## src/rtl/gpio_input_debouncer.sv

```systemverilog
// gpio_input_debouncer
// Board-input conditioning for slide switches and push buttons. Each channel
// runs a two-flop synchroniser, a stability counter, a registered debounced
// level, one-cycle rise/fall strobes and a sticky change-event bit. The
// consumer clears the event bit with a per-bit clear. Channels are independent.

module gpio_input_debouncer #(
  parameter int   WIDTH           = 4,
  parameter int   DEBOUNCE_CYCLES = 500000,
  parameter int   CNT_W           = 20,
  parameter logic INIT_LEVEL      = 1'b0
) (
  input  logic             SYSTEMCLOCK,
  input  logic             PUSH_BUTTON_RESET_RAW,
  input  logic [WIDTH-1:0] raw_in,
  output logic [WIDTH-1:0] level_out,
  output logic [WIDTH-1:0] rise_out,
  output logic [WIDTH-1:0] fall_out,
  output logic [WIDTH-1:0] event_mask,
  output logic             event_any,
  input  logic [WIDTH-1:0] event_clear
);

  // Counter value at which a pending level change is accepted.
  localparam logic [CNT_W-1:0] CNT_LAST = CNT_W'(DEBOUNCE_CYCLES - 1);

  logic [WIDTH-1:0] sync_p0;
  logic [WIDTH-1:0] sync_p1;
  logic [CNT_W-1:0] cnt_p2  [WIDTH];
  logic [CNT_W-1:0] cnt_nxt [WIDTH];
  logic [WIDTH-1:0] level_nxt;
  logic [WIDTH-1:0] rise_nxt;
  logic [WIDTH-1:0] fall_nxt;
  logic [WIDTH-1:0] mask_nxt;

  // Bounded increment: holds at CNT_LAST rather than wrapping, so a stuck
  // mismatch can never alias back to a small count.
  function automatic logic [CNT_W-1:0] cnt_step(input logic [CNT_W-1:0] c);
    if (c >= CNT_LAST) begin
      return CNT_LAST;
    end
    return c + CNT_W'(1);
  endfunction

  // ---- stage p0/p1: two-flop synchroniser, no logic between the flops ----
  always_ff @(posedge SYSTEMCLOCK or negedge PUSH_BUTTON_RESET_RAW) begin
    if (!PUSH_BUTTON_RESET_RAW) begin
      sync_p0 <= {WIDTH{INIT_LEVEL}};
      sync_p1 <= {WIDTH{INIT_LEVEL}};
    end else begin
      sync_p0 <= raw_in;
      sync_p1 <= sync_p0;
    end
  end

  // Per-channel stability decision on the synchronised input.
  always_comb begin
    level_nxt = level_out;
    rise_nxt  = '0;
    fall_nxt  = '0;
    for (int i = 0; i < WIDTH; i++) begin
      cnt_nxt[i] = '0;
      if (sync_p1[i] == level_out[i]) begin
        // Input agrees with the accepted level: any bounce restarts the count.
        cnt_nxt[i] = '0;
      end else if (cnt_p2[i] == CNT_LAST) begin
        // Disagreement has lasted long enough: accept and strobe once.
        level_nxt[i] = sync_p1[i];
        rise_nxt[i]  = sync_p1[i];
        fall_nxt[i]  = ~sync_p1[i];
        cnt_nxt[i]   = '0;
      end else begin
        cnt_nxt[i] = cnt_step(cnt_p2[i]);
      end
    end
    // A new event in the same cycle as a clear survives the clear.
    mask_nxt = (event_mask & ~event_clear) | rise_nxt | fall_nxt;
  end

  // ---- stage p2: stability counters ----
  always_ff @(posedge SYSTEMCLOCK or negedge PUSH_BUTTON_RESET_RAW) begin
    if (!PUSH_BUTTON_RESET_RAW) begin
      for (int i = 0; i < WIDTH; i++) begin
        cnt_p2[i] <= '0;
      end
    end else begin
      for (int i = 0; i < WIDTH; i++) begin
        cnt_p2[i] <= cnt_nxt[i];
      end
    end
  end

  // ---- output stage: debounced level and one-cycle strobes ----
  always_ff @(posedge SYSTEMCLOCK or negedge PUSH_BUTTON_RESET_RAW) begin
    if (!PUSH_BUTTON_RESET_RAW) begin
      level_out <= {WIDTH{INIT_LEVEL}};
      rise_out  <= '0;
      fall_out  <= '0;
    end else begin
      level_out <= level_nxt;
      rise_out  <= rise_nxt;
      fall_out  <= fall_nxt;
    end
  end

  // Sticky event mask and its OR-reduction, registered together.
  always_ff @(posedge SYSTEMCLOCK or negedge PUSH_BUTTON_RESET_RAW) begin
    if (!PUSH_BUTTON_RESET_RAW) begin
      event_mask <= '0;
      event_any  <= 1'b0;
    end else begin
      event_mask <= mask_nxt;
      event_any  <= |mask_nxt;
    end
  end

endmodule

```

## config.mk

```make
export PLATFORM = sky130hd
export DESIGN_NAME = gpio_input_debouncer
export DESIGN_NICKNAME = d
export VERILOG_FILES = /design/src/rtl/gpio_input_debouncer.sv
export SDC_FILE = /design/constraint.sdc
export NUM_CORES = 1
export LEC_CHECK = 0
export ABC_AREA = 0
export ABC_CLOCK_PERIOD_IN_PS = 2000
export CAP_MARGIN = 20
export CORE_AREA = 2 2 119 87
export CTS_CLUSTER_SIZE = 24
export DETAILED_ROUTE_END_ITERATION = 8
export DIE_AREA = 0 0 121 89
export HOLD_SLACK_MARGIN = 0.15
export PLACE_DENSITY = 0.75
export SYNTH_ARGS = -nofsm -noshare
export SYNTH_HDL_FRONTEND = slang
export SYNTH_SLANG_ARGS = --single-unit
```

## constraint.sdc

```tcl
create_clock -name SYSTEMCLOCK -period 2 [get_ports SYSTEMCLOCK]
set_clock_uncertainty 0.15 [all_clocks]
set_input_delay 0.4 -clock SYSTEMCLOCK [delete_from_list [all_inputs] [get_ports SYSTEMCLOCK]]
set_output_delay 0.4 -clock SYSTEMCLOCK [all_outputs]
set_load 0.05 [all_outputs]
```

# Word level (Yosys, flattened, before mapping)

Cells that the tools add are included.

$add $sub $neg: 4
Multiply operators: 0
Div/mod/pow operators: 0
Magnitude comparators: 4
Equal/unequal tests: 8
Shifts and indexed selects: 0
Mux-type cells: 44
Bitwise logic cells: 12
Reduce and logical (&&, ||, !) cells: 5

Operators by type and width:

| cell                                                                     | count |
|---|---|
| 20-bit two-way mux                                                       | 16 |
| 20-bit by 1-bit adder with 20-bit output (second input constant)         | 4 |
| 20-bit by 19-bit equality test with 1-bit output (second input constant) | 4 |
| 20-bit by 19-bit >= comparator with 1-bit output (second input constant) | 4 |
| 1-bit two-way mux                                                        | 28 |
| 1-bit NOT                                                                | 8 |
| 4-bit bitwise OR                                                         | 2 |
| 2-bit AND reduction                                                      | 4 |
| 4-bit bitwise AND                                                        | 1 |
| 1-bit equality test                                                      | 4 |
| 4-bit NOT                                                                | 1 |
| 4-bit OR reduction                                                       | 1 |

Register bits: 105
Bits in latches: 0
RAM bits: 0
Bits in read-only memories: 0
Input port bits: 10
Output and inout bits: 17
Logic and storage cells: 91
Memories: 0

# Logic depth before layout (Yosys ltp)

Gate-level depths: netlist of run 1.

Depth in word-level cells: 7
Gate-level depth with buffers: 7
Mapped depth without buffers: 5

# Worst setup path before layout of run 1

OpenSTA, ideal clock, no wires.

Path type: register to register
Start point: register cnt_p2[20] (netlist bit)
End point: register cnt_p2[36] (netlist bit)
Library setup time: 0.132 ns
Arrival: 1.688 ns
Required time: 1.718 ns
Path slack: 0.030 ns
Cell stages (with the launch flop): 8
Path buffers: 2
Period minus slack after synthesis: 1.970 ns
Path through: dfrtp_1 -> ha_1 -> and4_1 -> buf_2 -> nand3_1 -> o21ai_2 -> buf_2 -> a31oi_1

RTL lines:

| item                             | line | RTL |
|---|---|---|
| start: declaration               | 29   | `logic [CNT_W-1:0] cnt_p2 [WIDTH];` |
| start signal: indexed assignment | 88   | `cnt_p2[i] <= cnt_nxt[i];` |

==> flow_summary.ini, run 1 <==
[critical_path]
critPathKind = reg2reg
cp_slowest_cell = or4_1
timing.rr.end = cnt_p2[27]
max_stage_delay_ns = 0.54
crit_chain = or4_1 -> a221o_1 -> a21o_2 -> nor3_2
rr_worst_depth = 4
cp-startpoint = cnt_p2[32]
crit_required_ns = 2.12
end_kind = flip-flop
r2r_setup_slack_ns = 0.02
crit_fanout = 8
worstSetupStartpointType = flip-flop
r2r_start = cnt_p2[32]
crit_arrival_ns = 2.10

[hold_path]
hp-class = reg2reg
min_to = sync_p1[2]
hp-start = sync_p0[2]
whs_path_depth = 0

[detailed_routing]
drt_iter0_markers = 283
wl_met2_um = 5000
num_vias = 4050
routed_wl_um = 10700
wl_met1_um = 5050
first_pass_iters = 5
wire_per_inst_um = 15.5
top_layer_used = met4
wl_met3_um = 487
drc_errors = 0
avgViaCountPerCell = 5.87
ant_nets = 0

[logic_synthesis]
syn_area_sq_um = 5070
synth_cells = 485
yosysSeqAreaShare_pct = 51.8
yosys_warnings = 0
synth-async-reset-ratio_pct = 100
postSynthRegisterBits = 105
synth_edf_count = 0
ys_types = 53
synth_area_per_cell_sq_um = 10.5
synth_flop_cell = dfrtp_1

[global_routing]
grt_pass1_vias = 3764
antenna_found_initial = 0
track_usage_pct = 21.1
overflow = 0
grt_max_degree = 34
grt_pass1_wl_um = 18000

[clock_network]
cts_max_level = 3
insertion_delay_ns = 0.35
cts_buffers = 9
cts.sinks = 105
path_clk_slew_ns = 0.07
clockRootBuffer = clkbuf_16
tritoncts = built
clk_path_buf_depth = 2

[floorplan]
die_w_um = 121
core_area_sq_um = 9500
rows = 30
die_area_sq_um = 10800
initial_utilization_pct = 53.4
die_y_um = 89
ios = 27

[layout]
drive_gt1_share_pct = 22.8
final_common_cell = dfrtp_1
antenna_cells = 0
areaGrowthSynthToFinish_pct = 21.0
final_cell_mix = dfrtp_1, buf_4, xor2_1, nor3_1
post-route-util_pct = 64.7
fin_nets = 571
fillers = 746

[status]
status = completed

[power_and_ir_drop]
irDropWorstVdd_mv = 0.432
power.total_mw = 4.30
powerDensity_nw_per_um2 = 701
leakage_nw = 2.62

[placement]
gp_congestion = 0.870
io_buffers = 26
hpwl_um = 7610

[timing]
hold_violations = 0
setup_tns_ns = 0
fin_crit_ns = 1.98
setup_viol = 0
finalCritPeriodShare_pct = 99.0
slew_viol_final = 0
fin_hold_ws_ns = 0.203
fmaxAchievable_mhz = 505
rsz0062_at_grt = true

[flow_run]
timing.max_cap.violations = 0
## cells in the mapped netlist, drive strengths merged (2+ instances only)
cell	n	area (sq um)
a21oi	26	130
buf	8	42.5
xor2	34	298
nand4	27	175
and3	4	25.0
nor2	8	30.0
ha	4	50.1
and4	14	124
inv	17	63.8
dfrtp	105	2630
nor4	6	37.5
o31ai	11	82.6
a21o	2	16.3
a31oi	24	150
o32a	2	20.0
or4	9	67.6
nand2	25	93.8
nor3	39	230
or3	16	105
and2	4	25.0
xnor2	12	105
clkbuf	13	52.6
or2	13	81.3
nand3	19	100
nor3b	9	67.6
mux2	4	45.0
a311oi	2	17.5
o21ai	13	76.3
a31o	2	17.5
## metal layers
| metal | vias to the layer above | global-route usage [%] |
|---|---|---|
| met1 | 1977 | 29.9 |
| li1 | 1952 | - |
| met5 | - | 0 |
| met3 | 17 | 4.72 |
| met4 | 0 | 5.81 |
| met2 | 104 | 33.1 |
## power by group
| part | switching (mW) | leakage (nW) | internal, mW | total [mW] |
|---|---|---|---|---|
| logic | 0.171 | 1.11 | 0.144 | 0.315 |
| registers | 0.0901 | 1.37 | 2.20 | 2.29 |
| clock network | 0.825 | 0.141 | 0.876 | 1.70 |
## cells by family (layout without fill, tap and decap cells)
family | count (synthesis) | count (layout) | synth area share, %
buffers and inverters | 38 | 112 | 3.13
adder cells (fa/ha/maj) | 4 | 4 | 0.986
other | 1 | 4 | 0.0739
AND/OR/NAND/NOR | 200 | 200 | 24.2
XOR/XNOR | 46 | 46 | 7.94
multiplexers | 4 | 4 | 0.888
flip-flops | 105 | 105 | 51.8
AO/OA/AOI/OAI | 87 | 87 | 11.0
## how the worst max path moves through the flow
| stage | cells past startpoint | endpoint |
|---|---|---|
| after floorplan | 7 | cnt_p2[36] |
| after global placement | 5 | cnt_p2[58] |
| after detailed placement | 5 | cnt_p2[58] |
| after CTS | 5 | cnt_p2[58] |
| after global routing | 5 | cnt_p2[58] |
| final | 4 | cnt_p2[27] |
## flip-flops by register name, indices dropped and copies added (netlist names)
register / cells
cnt_p2: 80
rise_out: 4
level_out: 4
event_any: 1
event_mask: 4
sync_p0: 4
fall_out: 4
sync_p1: 4
## worst max-delay path: cells and delay by family (launching register included)
kind	cells	cell delay (ns)
simple gates	2	0.72
compound gates	2	0.64
flops	1	0.38
## area by class of cell
| cell class | instances | area [sq um] | share of cell area (%) |
|---|---|---|---|
| flip-flops and latches | 105 | 2630 | 42.8 |
| multi-input cells | 345 | 2350 | 38.3 |
| clock buffers | 10 | 229 | 3.73 |
| repair buffers | 79 | 653 | 10.6 |
| well taps | 128 | 160 | 2.61 |
| inverters | 17 | 63.8 | 1.04 |
| clock inverters | 6 | 57.6 | 0.937 |
## repair_timing
| action | in CTS | in global routing |
|---|---|---|
| pin swaps | 2 | 5 |
| gates resized for setup | 2 | 10 |
| hold endpoints to repair | 53 | 0 |
| hold buffers | 1 | 0 |
| setup endpoints to repair | 3 | 28 |
| cloned | 0 | 0 |
| setup buffers | 0 | 7 |
## per-stage QoR
stage	worst slack (ns)	area [sq um]	cells
2_1_floorplan	0.0297	5090	488
6_report	0.0196	6140	690
3_5_place_dp	-0.00345	5740	666
3_3_place_gp	0.0140	5740	666
4_1_cts	0.00846	6050	683
5_1_grt	-0.0545	6140	690
Note: power is estimated with default switching activity, not from simulation.
==> run 2: changes to the inputs <==
ABC_CLOCK_PERIOD_IN_PS = 1850   (was 2000)
CORE_AREA = 2 2 113 82   (was 2 2 119 87)
DIE_AREA = 0 0 115 84   (was 0 0 121 89)
PLACE_DENSITY = 0.79   (was 0.75)
SETUP_SLACK_MARGIN = 0.4   (was unset)
clock period = 1.85 ns   (was 2 ns; I/O delays follow)
==> run 2 against run 1 <==
The flow now finishes with violations (negative setup slack); hold slack better by 0.0042 ns; die area shrank 10%; clock power up 32%; count of clock-buffer cells in the layout is 1 lower; first-iteration DRC count rose by 78%; register-to-register slack worse by 0.17 ns; power up 24%; critical path type unchanged; largest power group unchanged; wire length up 65%; sequential power up 8.7%; cell count grew 7.4%; global-route usage up 14 points; via count grew 23%.
==> flow_summary.ini, run 2 (synthesis gave the netlist of run 1 again) <==
[layout]
areaGrowthSynthToFinish_pct = 54.5
final_cells = 741
fillers = 328
largest_reg_flops = 80
stdcell_area_sq_um = 7840
post-route-util_pct = 90.1
fin_nets = 642
final_cell_mix = buf_4, dfrtp_1, xor2_1, nand4_1, buf_6
regMostFlops = cnt_p2
drive_gt1_share_pct = 49.9
final_common_cell = buf_4
antenna_cells = 0

[floorplan]
initial_utilization_pct = 58.3
core_area_sq_um = 8710
die_area_sq_um = 9660
rows = 29
die_y_um = 84
ios = 27
die_w_um = 115

[clock_network]
insertion_delay_ns = 0.36
cts_buffers = 9
clk_path_buf_depth = 2
path_clk_slew_ns = 0.08
cts_max_level = 3
cts.sinks = 105
tritoncts = built
clockRootBuffer = clkbuf_16

[critical_path]
max_stage_delay_ns = 0.50
crit_required_ns = 1.98
cpMostUsedCell = buf_4
crit_chain = buf_4 -> and4_1 -> nand4_1 -> buf_4 -> or4_1 -> a31oi_1
worstSetupStartpointType = flip-flop
cp_slowest_cell = or4_1
critPathKind = reg2reg
end_kind = flip-flop
crit_arrival_ns = 2.13
crit_fanout = 8

[detailed_routing]
avgViaCountPerCell = 6.70
first_pass_iters = 5
routed_wl_um = 17600
wire_per_inst_um = 23.8
ant_nets = 0
num_vias = 4965
drc_errors = 0
drt_iter0_markers = 504

[timing]
slew_viol_final = 0
finalCritPeriodShare_pct = 108
setup_viol = 68
hold_violations = 0
fmaxAchievable_mhz = 499
fin_crit_ns = 2.00
setup_tns_ns = -4.71
fin_hold_ws_ns = 0.207
rsz0062_at_grt = true
fin_ws_ns = -0.154

[global_routing]
grt_pass1_wl_um = 26000
grt_pass1_vias = 5062
grt_max_degree = 30
track_usage_pct = 34.7
antenna_found_initial = 0
overflow = 0

[placement]
place_area_sq_um = 6360
io_buffers = 26
pre_cts_ws_ns = -0.126
hpwl_um = 8380
dp.cells = 678
gp_congestion = 0.872

[flow_run]
timing.max_cap.violations = 0

[power_and_ir_drop]
power.total_mw = 5.36
irDropWorstVdd_mv = 0.535
leakage_nw = 3.22
powerDensity_nw_per_um2 = 683

[status]
status = complete, but fails checks
violations = negative setup slack

[hold_path]
hp-class = reg2reg
## run 2: where the power goes
group	total [mW]	switching [mW]	internal (mW)
sequential	2.49	0.114	2.38
clock	2.25	0.920	1.33
combinational	0.620	0.331	0.289
## run 2: cell type report
class	instances	area, sq um	share of cell area (%)
timing repair buffer	150	1510	19.2
tap	108	135	1.72
multi-input combinational	345	3150	40.2
clock buffer	9	225	2.87
inverter	17	63.8	0.814
clock inverter	7	118	1.50
sequential	105	2640	33.7
## run 2: path summary, 6_finish.rpt
kind	start	end	slack (ns)	depth (start not counted)
setup / recovery	cnt_p2[30]	cnt_p2[38]	-0.15	6
hold / removal	sync_p0[1]	sync_p1[1]	0.21	0
setup reg to reg	cnt_p2[30]	cnt_p2[38]	-0.15	6
hold reg to reg	sync_p0[1]	sync_p1[1]	0.21	0
max in group asynchronous	PUSH_BUTTON_RESET_RAW	level_out[2]	0.59	3
min in group asynchronous	PUSH_BUTTON_RESET_RAW	cnt_p2[14]	0.34	2
## run 2: per-layer routing
layer	vias up	wire length (um)	global-route usage [%]
met5	-	0	0
met4	0	684	14.9
met3	76	1290	6.97
met2	308	9000	60.1
met1	2496	6650	41.9
li1	2085	-	-
## run 2: critical path, delay by kind of cell, from the launching register on
family                 cells  cell delay, ns
buffers and inverters      2            0.35
AOI/OAI and AO/OA          1            0.20
and+or+nand+nor            3            0.84
DFF                        1            0.38
## run 2: repair_timing
action | in CTS | in global routing
cloned | 6 | 0
pin swaps | 42 | 28
hold buffers | 1 | 0
endpoints found under the hold margin | 74 | 0
resized for setup | 76 | 63
setup endpoints to repair | 100 | 104
setup buffers | 29 | 11
